`config.mk`:
```
export PLATFORM = sky130hd
export DESIGN_NAME = vgatext_console
export DESIGN_NICKNAME = d
export VERILOG_FILES = /design/src/rtl/vgatext_console_pkg.sv /design/src/rtl/vgatext_console_addr_gen.sv /design/src/rtl/vgatext_console.sv
export SDC_FILE = /design/constraint.sdc
export NUM_CORES = 1
export LEC_CHECK = 0
export ABC_AREA = 1
export CORE_MARGIN = 2
export CORE_UTILIZATION = 30
export CTS_CLUSTER_DIAMETER = 150
export CTS_CLUSTER_SIZE = 40
export DETAILED_ROUTE_END_ITERATION = 10
export HOLD_SLACK_MARGIN = 0.05
export MAX_ROUTING_LAYER = met4
export PLACE_DENSITY_LB_ADDON = 0.12
export SETUP_SLACK_MARGIN = 0.2
export SLEW_MARGIN = 0
export SYNTH_ARGS = -nofsm -noshare
export SYNTH_HDL_FRONTEND = slang
export SYNTH_SLANG_ARGS = --single-unit
```
`constraint.sdc`:
```
create_clock -name clk_i -period 3.57 [get_ports clk_i]
set_input_delay 0.5355 -clock clk_i [delete_from_list [all_inputs] [get_ports clk_i]]
set_output_delay 0.5355 -clock clk_i [all_outputs]
set_load 0.005 [all_outputs]
```
`src/rtl/vgatext_console_pkg.sv`:
```
// Shared constants, control codes and state encoding for the vgatext console writer.
// VGATEXT_CONSOLE_CLS_EN adds the CLRALL state (form feed / power-up screen clear).
package vgatext_console_pkg;

  localparam int          DEF_COLS  = 80;
  localparam int          DEF_ROWS  = 37;
  localparam logic [7:0]  DEF_BLANK = 8'h20;

  localparam int CUR_X_W = 7;
  localparam int CUR_Y_W = 6;
  localparam int ADDR_W  = 12;

  localparam logic [7:0] CC_BS  = 8'h08;
  localparam logic [7:0] CC_TAB = 8'h09;
  localparam logic [7:0] CC_LF  = 8'h0A;
  localparam logic [7:0] CC_FF  = 8'h0C;
  localparam logic [7:0] CC_CR  = 8'h0D;
  localparam logic [7:0] CC_DEL = 8'h7F;

  typedef enum logic [1:0] {
    ST_IDLE    = 2'd0,
`ifdef VGATEXT_CONSOLE_CLS_EN
    ST_CLRLINE = 2'd1,
    ST_CLRALL  = 2'd2
`else
    ST_CLRLINE = 2'd1
`endif
  } state_e;

  // Everything from space upward except DEL, including the upper half.
  function automatic logic is_printable(input logic [7:0] b);
    return (b >= 8'h20) && (b != CC_DEL);
  endfunction

endpackage

```
`src/rtl/vgatext_console_addr_gen.sv`:
```
// Text-memory address generator: row*COLS + col, shift-add when COLS is 80.
module vgatext_console_addr_gen
  import vgatext_console_pkg::*;
#(
  parameter int COLS = DEF_COLS
) (
  input  logic [CUR_Y_W-1:0] row_i,
  input  logic [CUR_X_W-1:0] col_i,
  output logic [ADDR_W-1:0]  addr_o
);

  if (COLS == 80) begin : g_shift
    assign addr_o = (ADDR_W'(row_i) << 6) + (ADDR_W'(row_i) << 4) + ADDR_W'(col_i);
  end else begin : g_mul
    assign addr_o = ADDR_W'(row_i) * ADDR_W'(COLS) + ADDR_W'(col_i);
  end

endmodule

```
`src/rtl/vgatext_console.sv`:
```
// Console byte-stream writer for the vgatext buffer: decodes bytes, tracks the cursor,
// clears rows on newline. VGATEXT_CONSOLE_CLS_EN enables form-feed/power-up full clear.
//
//  state      | meaning
//  IDLE       | ready for a byte, decodes and writes on accept
//  CLRLINE    | blanking current row, one cell per cycle
//  CLRALL     | blanking whole screen (CLS build only)
module vgatext_console
  import vgatext_console_pkg::*;
#(
  parameter int         COLS  = DEF_COLS,
  parameter int         ROWS  = DEF_ROWS,
  parameter logic [7:0] BLANK = DEF_BLANK
) (
  input  logic               clk_i,
  input  logic               rst_n_i,
  input  logic [7:0]         char_data_i,
  input  logic               char_valid_i,
  output logic               char_ready_o,
  output logic [ADDR_W-1:0]  wr_addr_o,
  output logic               wr_en_o,
  output logic [7:0]         wr_data_o,
  output logic [CUR_X_W-1:0] cur_x_o,
  output logic [CUR_Y_W-1:0] cur_y_o,
  output logic               busy_o
);

  state_e               state_q, state_d;
  logic [CUR_X_W-1:0]   cur_x_q, cur_x_d;
  logic [CUR_Y_W-1:0]   cur_y_q, cur_y_d;
  logic [ADDR_W-1:0]    clr_cnt_q, clr_cnt_d;
  logic                 wr_en_q, wr_en_d;
  logic [ADDR_W-1:0]    wr_addr_q, wr_addr_d;
  logic [7:0]           wr_data_q, wr_data_d;
  logic                 ready_q, ready_d;
  logic                 busy_q, busy_d;

  logic                 accept, is_print, is_cr, is_lf, is_bs, is_tab;
  logic                 x_last, y_last, tab_over, newline;
  logic [7:0]           tab_x;
  logic [CUR_X_W-1:0]   gen_col;
  logic [ADDR_W-1:0]    gen_addr;
`ifdef VGATEXT_CONSOLE_CLS_EN
  logic                 is_ff;
  assign is_ff = (char_data_i == CC_FF);
`endif

  assign accept   = char_valid_i & ready_q;
  assign is_print = is_printable(char_data_i);
  assign is_cr    = (char_data_i == CC_CR);
  assign is_lf    = (char_data_i == CC_LF);
  assign is_bs    = (char_data_i == CC_BS);
  assign is_tab   = (char_data_i == CC_TAB);
  assign x_last   = (cur_x_q == CUR_X_W'(COLS - 1));
  assign y_last   = (cur_y_q == CUR_Y_W'(ROWS - 1));
  assign tab_x    = {1'b0, cur_x_q | 7'd7} + 8'd1;
  assign tab_over = (tab_x >= 8'(COLS));
  assign newline  = is_lf | (is_print & x_last) | (is_tab & tab_over);

  // Backspace targets the cell left of the cursor; the clear walks the counter.
  assign gen_col = (state_q == ST_CLRLINE) ? clr_cnt_q[CUR_X_W-1:0]
                 : (is_bs ? cur_x_q - 7'd1 : cur_x_q);

  vgatext_console_addr_gen #(.COLS(COLS)) u_addr_gen (
    .row_i  (cur_y_q),
    .col_i  (gen_col),
    .addr_o (gen_addr)
  );

  always_ff @(posedge clk_i or negedge rst_n_i) begin
    if (!rst_n_i) begin
`ifdef VGATEXT_CONSOLE_CLS_EN
      state_q <= ST_CLRALL;
`else
      state_q <= ST_IDLE;
`endif
    end else begin
      state_q <= state_d;
    end
  end

  always_comb begin
    state_d = state_q;
    unique case (state_q)
      ST_IDLE: begin
        if (accept && newline) state_d = ST_CLRLINE;
`ifdef VGATEXT_CONSOLE_CLS_EN
        else if (accept && is_ff) state_d = ST_CLRALL;
`endif
      end
      ST_CLRLINE: if (clr_cnt_q == ADDR_W'(COLS - 1)) state_d = ST_IDLE;
`ifdef VGATEXT_CONSOLE_CLS_EN
      ST_CLRALL:  if (clr_cnt_q == ADDR_W'(ROWS * COLS - 1)) state_d = ST_IDLE;
`endif
      default:    state_d = ST_IDLE;
    endcase
  end

  always_comb begin
    cur_x_d   = cur_x_q;
    cur_y_d   = cur_y_q;
    clr_cnt_d = clr_cnt_q;
    wr_en_d   = 1'b0;
    wr_addr_d = wr_addr_q;
    wr_data_d = wr_data_q;
    unique case (state_q)
      ST_IDLE: begin
        if (accept) begin
          if (newline) begin
            cur_x_d   = '0;
            cur_y_d   = y_last ? '0 : cur_y_q + 6'd1;
            clr_cnt_d = '0;
          end
          if (is_print) begin
            wr_en_d   = 1'b1;
            wr_addr_d = gen_addr;
            wr_data_d = char_data_i;
            if (!x_last) cur_x_d = cur_x_q + 7'd1;
          end else if (is_cr) begin
            cur_x_d = '0;
          end else if (is_bs && cur_x_q != '0) begin
            wr_en_d   = 1'b1;
            wr_addr_d = gen_addr;
            wr_data_d = BLANK;
            cur_x_d   = cur_x_q - 7'd1;
          end else if (is_tab && !tab_over) begin
            cur_x_d = tab_x[CUR_X_W-1:0];
          end
`ifdef VGATEXT_CONSOLE_CLS_EN
          else if (is_ff) begin
            cur_x_d   = '0;
            cur_y_d   = '0;
            clr_cnt_d = '0;
          end
`endif
        end
      end
      ST_CLRLINE: begin
        wr_en_d   = 1'b1;
        wr_addr_d = gen_addr;
        wr_data_d = BLANK;
        clr_cnt_d = clr_cnt_q + 12'd1;
      end
`ifdef VGATEXT_CONSOLE_CLS_EN
      ST_CLRALL: begin
        wr_en_d   = 1'b1;
        wr_addr_d = clr_cnt_q;
        wr_data_d = BLANK;
        clr_cnt_d = clr_cnt_q + 12'd1;
      end
`endif
      default: ;
    endcase
  end

  assign ready_d = (state_d == ST_IDLE);
  assign busy_d  = ~ready_d;

  always_ff @(posedge clk_i or negedge rst_n_i) begin
    if (!rst_n_i) begin
      cur_x_q   <= '0;
      cur_y_q   <= '0;
      clr_cnt_q <= '0;
      wr_en_q   <= 1'b0;
      wr_addr_q <= '0;
      wr_data_q <= '0;
      ready_q   <= 1'b0;
      busy_q    <= 1'b0;
    end else begin
      cur_x_q   <= cur_x_d;
      cur_y_q   <= cur_y_d;
      clr_cnt_q <= clr_cnt_d;
      wr_en_q   <= wr_en_d;
      wr_addr_q <= wr_addr_d;
      wr_data_q <= wr_data_d;
      ready_q   <= ready_d;
      busy_q    <= busy_d;
    end
  end

  assign char_ready_o = ready_q;
  assign busy_o       = busy_q;
  assign wr_en_o      = wr_en_q;
  assign wr_addr_o    = wr_addr_q;
  assign wr_data_o    = wr_data_q;
  assign cur_x_o      = cur_x_q;
  assign cur_y_o      = cur_y_q;

endmodule

```
==> summary.md, run 1 <==
| Metric | Value |
|---|---|
| Internal | 1.62 mW |
| Cell area power density | 634 mW/mm^2 |
| Die W | 113 um |
| Worst-Skew Late Latency | 0.30 ns |
| Routed via count | 3151 |
| Clock Path Buffers | 2 |
| Ant diodes | 0 |
| Post CTS Setup Buffer Count | 0 |
| WL per Instance | 13.4 um |
| Resized Gates After CTS | 0 |
| Initial DRT Pass Iterations | 7 |
| Clock share of power | 0.180 |
| Post-Syn Instances | 473 |
| Die height | 113 um |
| Vias in the first global route | 3129 |
| Ys Warns | 0 |
| Die Area | 0.0128 mm^2 |
| Root buf cell | clkbuf_16 |
| RSZ-0062 raised after global routing | no |
| Startpoint types | input pin |
| Std cell rows | 39 |
| Fin. max-slew vios | 0 |
| Initial antenna violation count | 0 |
| Status | finished with violations |
| Fmax achieved | 328 MHz |
| Flop pwr share | 0.341 |
| Post-Route WL | 8960 um |
| Fraction of power spent switching nets | 0.415 |
| Number of clock sinks | 50 |
| Max Clock Skew | 0.00599 ns |
| Worst endpoint required time | 3.76 ns |
| Fin. Hold Viols | 0 |
| Initial drt markers | 215 |
| Critical Path, Cell by Cell | clkdlybuf4s50_1 > inv_1 > nand2_1 > nor2_4 > nand3_2 > buf_4 > o21ai_0 > o21ai_0 > ha_1 > ha_1 > fa_2 > a31oi_1 > xor2_1 > o21ai_2 |
| Final core utilization | 0.379 |
| Critical Path Source | char_data_i[5] |
| Avg Cell Area, Syn | 7.57 um^2 |
| Slowest-stage cell, CP | clkdlybuf4s50_1 |
| Vias/cell | 4.71 |
| Global route overflow | 0 |
| Clock slew at reported path FFs | 0.07 ns |
| Combinational Power Share | 0.479 |
| Reg2reg start | cur_x_o[1] |
| CP arrival | 3.24 ns |
| Initial Util | 0.311 |
| Setup Viol. Count Final | 0 |
| DRC viols | 5 |
| Setup_tns | 0 ns |
| Post-synth cell types | 39 |
| Crit. End Element | flip-flop |
| CTS H-tree depth | 2 |
| Worst hold margin | 0.331 ns |
| TritonCTS clock tree | done |
| CTS Buf Count | 5 |
| Post-Syn Area | 0.00358 mm^2 |
| Sequential area share after synthesis | 0.349 |
| Setup CP Type | input pin to flip-flop |
| Leakage power | 2.09 nW |
| Fraction of layout cells with a size suffix above 1 | 0.120 |
| IO buf count | 46 |
| Largest net degree at the start of global routing | 36 |
| Layout area overhead | 21.9% |
| Net Sw Power | 1.15 mW |
| Failing checks | DRC |
| CTS Hold Bufs | 0 |
| Num ports | 47 |
| Syn_nets | 506 |
| First-pass GRT wire length | 15500 um |
| Tcrit/Tclk final | 0.855 |
| Crit-path max FO | 4 |
| FF+latch count, synth | 50 |
| Hold crit path type | input pin to async pin |
| Routability congestion estimate | 0.868 |
| Slew @ Worst Pin | 0.825 ns |
| Crit-path max cell delay | 0.42 ns |
| Post-detail-place hpwl | 6830 um |
| Antenna-violating nets left | 0 |
| Rel. slew slack | 0.450 |
| Worst vdd ir | 0.227 mV |
| Layout Nets | 558 |
| GRT Total Usage | 0.156 |
| Final min period | 3.05 ns |
| Max-cap violation count | 0 |
| Core area | 0.0115 mm^2 |
==> area by class of cell <==
class                      instances  area (um^2)
timing repair buffer              58          546
multi-input combinational        349         2010
clock inverter                     1         5.00
tap                              143          179
inverter                          61          235
fill                            1252         7150
clock buffer                       7          143
sequential                        50         1250
==> synth_stat cells (all sizes together) <==
master,number,area share
nor4,3,0.0052
o31ai,2,0.0042
o221ai,1,0.0024
conb,1,0.0010
a31oi,5,0.010
a21oi,15,0.022
a21o,1,0.0021
ha,20,0.070
nor3,3,0.0042
inv,59,0.062
buf,9,0.023
xor2,18,0.044
o21ai,33,0.057
and3,2,0.0035
nand2,133,0.16
dfrtp,50,0.35
nand4,13,0.023
clkinv,2,0.0038
clkbuf,4,0.0042
fa,2,0.011
xnor2,5,0.012
o211ai,3,0.0063
nand3,50,0.074
nor2,39,0.051
==> worst paths after layout <==
kind | slack, ns | depth (start not counted) | to
max | 0.52 | 14 | wr_addr_o[9]
min in group clk_i | 0.48 | 2 | wr_data_o[4]
min | 0.33 | 1 | cur_y_o[5]
max in group asynchronous | 2.49 | 2 | wr_data_o[1]
max reg2reg | 0.60 | 13 | wr_addr_o[9]
min reg2reg | 0.48 | 2 | wr_data_o[4]
==> per-layer routing <==
metal  GRT usage  routed length [um]  vias up
met2       0.233                3880       64
met5           -                   0        -
li1            -                   -     1635
met4      0.0480                 131        0
met1       0.215                4580     1445
met3      0.0279                 370        7
==> layout by cell type, fill, tap and decap left out, drive strengths merged <==
cell type	instances
o21ai	33
and3	2
clkbuf	7
fa	2
conb	1
o211ai	3
dfrtp	50
nand4	13
ha	20
clkdlybuf4s50	45
inv	59
nor4	3
o31ai	2
nor3	3
a21o	1
nor2	39
nand2	133
nand3	50
xor2	18
o221ai	1
buf	13
a21oi	15
xnor2	5
a31oi	5
clkinv	3
==> critical path: cells and delay by family <==
| kind | cells | cell delay, ns |
|---|---|---|
| AO/OA/AOI/OAI | 4 | 0.56 |
| XOR/XNOR | 1 | 0.19 |
| adder cells (fa/ha/maj) | 3 | 0.91 |
| buffers and inverters | 3 | 0.69 |
| AND/OR/NAND/NOR | 3 | 0.34 |
==> cell families after synthesis <==
| group | synth area share |
|---|---|
| and+or+nand+nor | 0.316 |
| buffers and inverters | 0.0926 |
| AOI/OAI and AO/OA | 0.104 |
| DFF | 0.349 |
| xor gates and xnor gates | 0.0563 |
| adders and majority gates | 0.0811 |
| other | 0.00105 |
==> per-stage QoR <==
stage                     cells  instance area [um^2]  setup WS, ns  power (mW)
after detailed placement    661                  4210        0.0916        2.28
after floorplan             473                  3580         0.708        1.81
after global routing        669                  4360         0.256        3.04
final                       669                  4360         0.518        2.77
after global placement      661                  4210         0.119        2.28
after CTS                   669                  4360         0.393        2.79
==> flip-flops by register name (all words and copies together), names as in the netlist <==
name and cells:
busy_o 1, char_ready_o 1, clr_cnt_q 12, cur_x_o 7, cur_y_o 6, state_q 2
wr_addr_o 12, wr_data_o 8, wr_en_o 1
==> power groups by stage <==
stage          logic [mW]  registers [mW]  clock network [mW]
2_1_floorplan       0.919           0.892                   0
3_3_place_gp         1.33           0.953                   0
3_5_place_dp         1.32           0.956                   0
4_1_cts              1.33           0.946               0.515
5_1_grt              1.52           0.979               0.538
6_report             1.33           0.943               0.499
Note: power is estimated with default switching activity, not from simulation.
==> run 2, diff against run 1 <==
==> constraint.sdc (replaced) <==
create_clock -name clk_i -period 3.9 [get_ports clk_i]
set_input_delay 0.585 -clock clk_i [delete_from_list [all_inputs] [get_ports clk_i]]
set_output_delay 0.585 -clock clk_i [all_outputs]
set_load 0.005 [all_outputs]
==> run 2 against run 1 <==
Final cell count shrank 1.2%. Final area decreased by 1.7%. Via count fell by 1.3%. First-iteration DRC count decreased by 24%. Clock power down 13%. The run still ends with DRC left. Register-to-register slack gained 0.15 ns.
==> summary.md, run 2 (same netlist as run 1, synthesis figures left out) <==
| Metric | Value |
|---|---|
| Crit-path max FO | 4 (unchanged) |
| Met1 Wirelength | 4610 um (+0.68%) |
| Worst endpoint required time | 4.08 ns (+0.32 ns) |
| First-pass GRT wire length | 15400 um (-0.85%) |
| Finished Cell Area | 0.00429 mm^2 (-1.7%) |
| Fraction of layout cells with a size suffix above 1 | 0.0985 (-0.0213) |
| Core area | 0.0115 mm^2 (unchanged) |
| Routed via count | 3111 (-1.3%) |
| Slew @ Worst Pin | 0.662 ns (-0.163 ns) |
| Initial antenna violation count | 0 (unchanged) |
| Number of clock sinks | 50 (unchanged) |
| WL per Instance | 13.5 um (+0.46%) |
| Initial drt markers | 164 (-24%) |
| Setup_tns | 0 ns (unchanged) |
| CP top delay family | adder cells |
| Post-Place Cell Area | 0.00416 mm^2 (-1.2%) |
| DRC viols | 5 (unchanged) |
| Reg2Reg Setup Slack | 0.75 ns (+0.15 ns) |
| Root buf cell | clkbuf_16 |
| Status | finished with violations |
| IO buf count | 46 (unchanged) |
| Buffers & Inverters on Critical Path | 3 (unchanged) |
| Wire length on met3 | 282 um (-24%) |
| Met2 WL post-DR | 3900 um (+0.52%) |
| Clock Path Buffers | 2 (unchanged) |
| RR Endpoint | wr_addr_o[9] |
| Layout area overhead | 19.8% |
| Fin. max-slew vios | 0 (unchanged) |
| Routability congestion estimate | 0.899 (+3.5%) |
| Startpoint types | input pin |
| Max Clock Skew | 0.00785 ns (+0.00186 ns) |
| CP arrival | 3.51 ns (+0.27 ns) |
| CTS H-tree depth | 2 (unchanged) |
| Failing checks | DRC |
| Slowest-stage cell, CP | clkdlybuf4s50_1 |
| Setup CP Type | input pin to flip-flop |
| Crit. End Element | flip-flop |
| Worst-Skew Late Latency | 0.30 ns (about the same) |
| Antenna-violating nets left | 0 (unchanged) |
| Initial Util | 0.311 (unchanged) |
| Die height | 113 um (unchanged) |
| CTS Buf Count | 5 (unchanged) |
| Tcrit/Tclk final | 0.853 |
| Die Area | 0.0128 mm^2 (unchanged) |
| Ant diodes | 0 (unchanged) |
| Max-cap violation count | 0 (unchanged) |
| Worst-case reg-to-reg path depth | 13 (unchanged) |
| RSZ-0062 raised after global routing | no |
| Top Layer Used | met4 |
| Hold crit path type | input pin to async pin |
| Most common cell after layout, fill and taps aside | nand2_1 |
| Worst setup margin | 0.572 ns (+0.0531 ns) |
| CTS Hold Bufs | 0 (unchanged) |
| TritonCTS clock tree | done |
| Post-detail-place hpwl | 6730 um (-1.5%) |
| Global route overflow | 0 (unchanged) |
| Die W | 113 um (unchanged) |
| Pre-CTS WS | 0.239 ns (+0.147 ns) |
| Reg2reg start | cur_x_o[0] |
| Rel. slew slack | 0.559 (+0.109) |
| Std cell rows | 39 (unchanged) |
| Cell area power density | 580 mW/mm^2 (-8.6%) |
| Post CTS Setup Buffer Count | 0 (unchanged) |
| Post-Route WL | 8890 um (-0.74%) |
| Fmax achieved | 300 MHz |
| Layout Nets | 551 (-1.3%) |
| Largest net degree at the start of global routing | 51 (+42%) |
| Leakage power | 2.05 nW (-1.9%) |
| Vias in the first global route | 3010 (-3.8%) |
| Final min period | 3.33 ns |
| Num ports | 47 (unchanged) |
| Setup Viol. Count Final | 0 (unchanged) |
| Most frequent cells in the layout | nand2_1 (120), inv_1 (53), dfrtp_1 (50), nand3_1 (47), clkdlybuf4s50_1 (45) |
| Worst vdd ir | 0.184 mV (-19%) |
| Number of fill cells | 1225 (-2.2%) |
| GRT Total Usage | 0.154 (-0.00141) |
| Vias/cell | 4.71 (about the same) |
| Critical Path, Cell by Cell | clkdlybuf4s50_1 > nand2_1 > nor2_1 > nand3_1 > inv_1 > a21oi_1 > o21ai_0 > o21ai_0 > fa_1 > inv_1 > fa_1 > a31oi_1 > xor2_1 > o21ai_2 |
| Crit-path max cell delay | 0.53 ns (+0.11 ns) |
| Clock slew at reported path FFs | 0.07 ns (about the same) |
| Resized Gates After CTS | 0 (unchanged) |
| Initial DRT Pass Iterations | 7 (unchanged) |
| Fin. Hold Viols | 0 (unchanged) |
[run 2: changes by cell type in the layout (fill, tap and decap cells not counted)]
cell and delta:
clkbuf_1 +1, fa_1 +1, nand3_2 -1, fa_2 -1
nand3_1 +1, o21ai_0 +1, clkbuf_8 -1, inv_2 -1
inv_1 +1, buf_4 -7, o21ai_1 -1, clkinv_2 -1
[run 2: per-stage QoR]
| step | hold WS, ns | std cells | power (mW) | utilization |
|---|---|---|---|---|
| after CTS | 0.437 | 661 | 2.52 | 0.372 |
| after floorplan | 0.289 | 473 | 1.66 | - |
| final | 0.408 | 661 | 2.49 | 0.372 |
| after detailed placement | 0.463 | 654 | 2.08 | 0.361 |
| after global placement | 0.459 | 654 | 2.08 | 0.361 |
| after global routing | 0.470 | 661 | 2.74 | 0.372 |
[run 2: per-layer routing]
layer  GRT usage  vias up
li1            -     1624
met1       0.215     1431
met2       0.232       50
met3      0.0268        6
met4      0.0415        0
met5           -        -
[run 2: how the worst max path moves through the flow]
stage,slack (ns),end,startpoint,cells after the start
after floorplan,0.99,wr_addr_o[9],char_data_i[7],14
after global placement,0.34,wr_addr_o[9],char_data_i[6],15
after detailed placement,0.24,wr_addr_o[9],char_data_i[3],14
after CTS,0.56,wr_addr_o[9],char_data_i[3],14
after global routing,0.26,wr_addr_o[9],char_data_i[3],14
final,0.57,wr_addr_o[9],char_data_i[3],14
[run 2: cell type report]
type                       instances  area [um^2]  share of cell area
clock buffer                       7          133              0.0309
multi-input combinational        349         2000               0.466
sequential                        50         1250               0.292
tap                              143          179              0.0417
inverter                          61          235              0.0548
timing repair buffer              51          493               0.115
[run 2: power breakdown]
group / internal (mW) / total (mW) / switching, mW
combinational: 0.547 / 1.20 / 0.649
sequential: 0.668 / 0.859 / 0.191
clock: 0.236 / 0.432 / 0.197
[run 2: worst register-to-register path, delay by kind of cell (launching register included)]
kind / cells / cell delay (ns)
AO/OA/AOI/OAI: 5 / 0.60
XOR/XNOR: 2 / 0.40
adder cells (fa/ha/maj): 3 / 1.24
buffers and inverters: 2 / 0.21
flip-flops: 1 / 0.48
AND/OR/NAND/NOR: 1 / 0.11
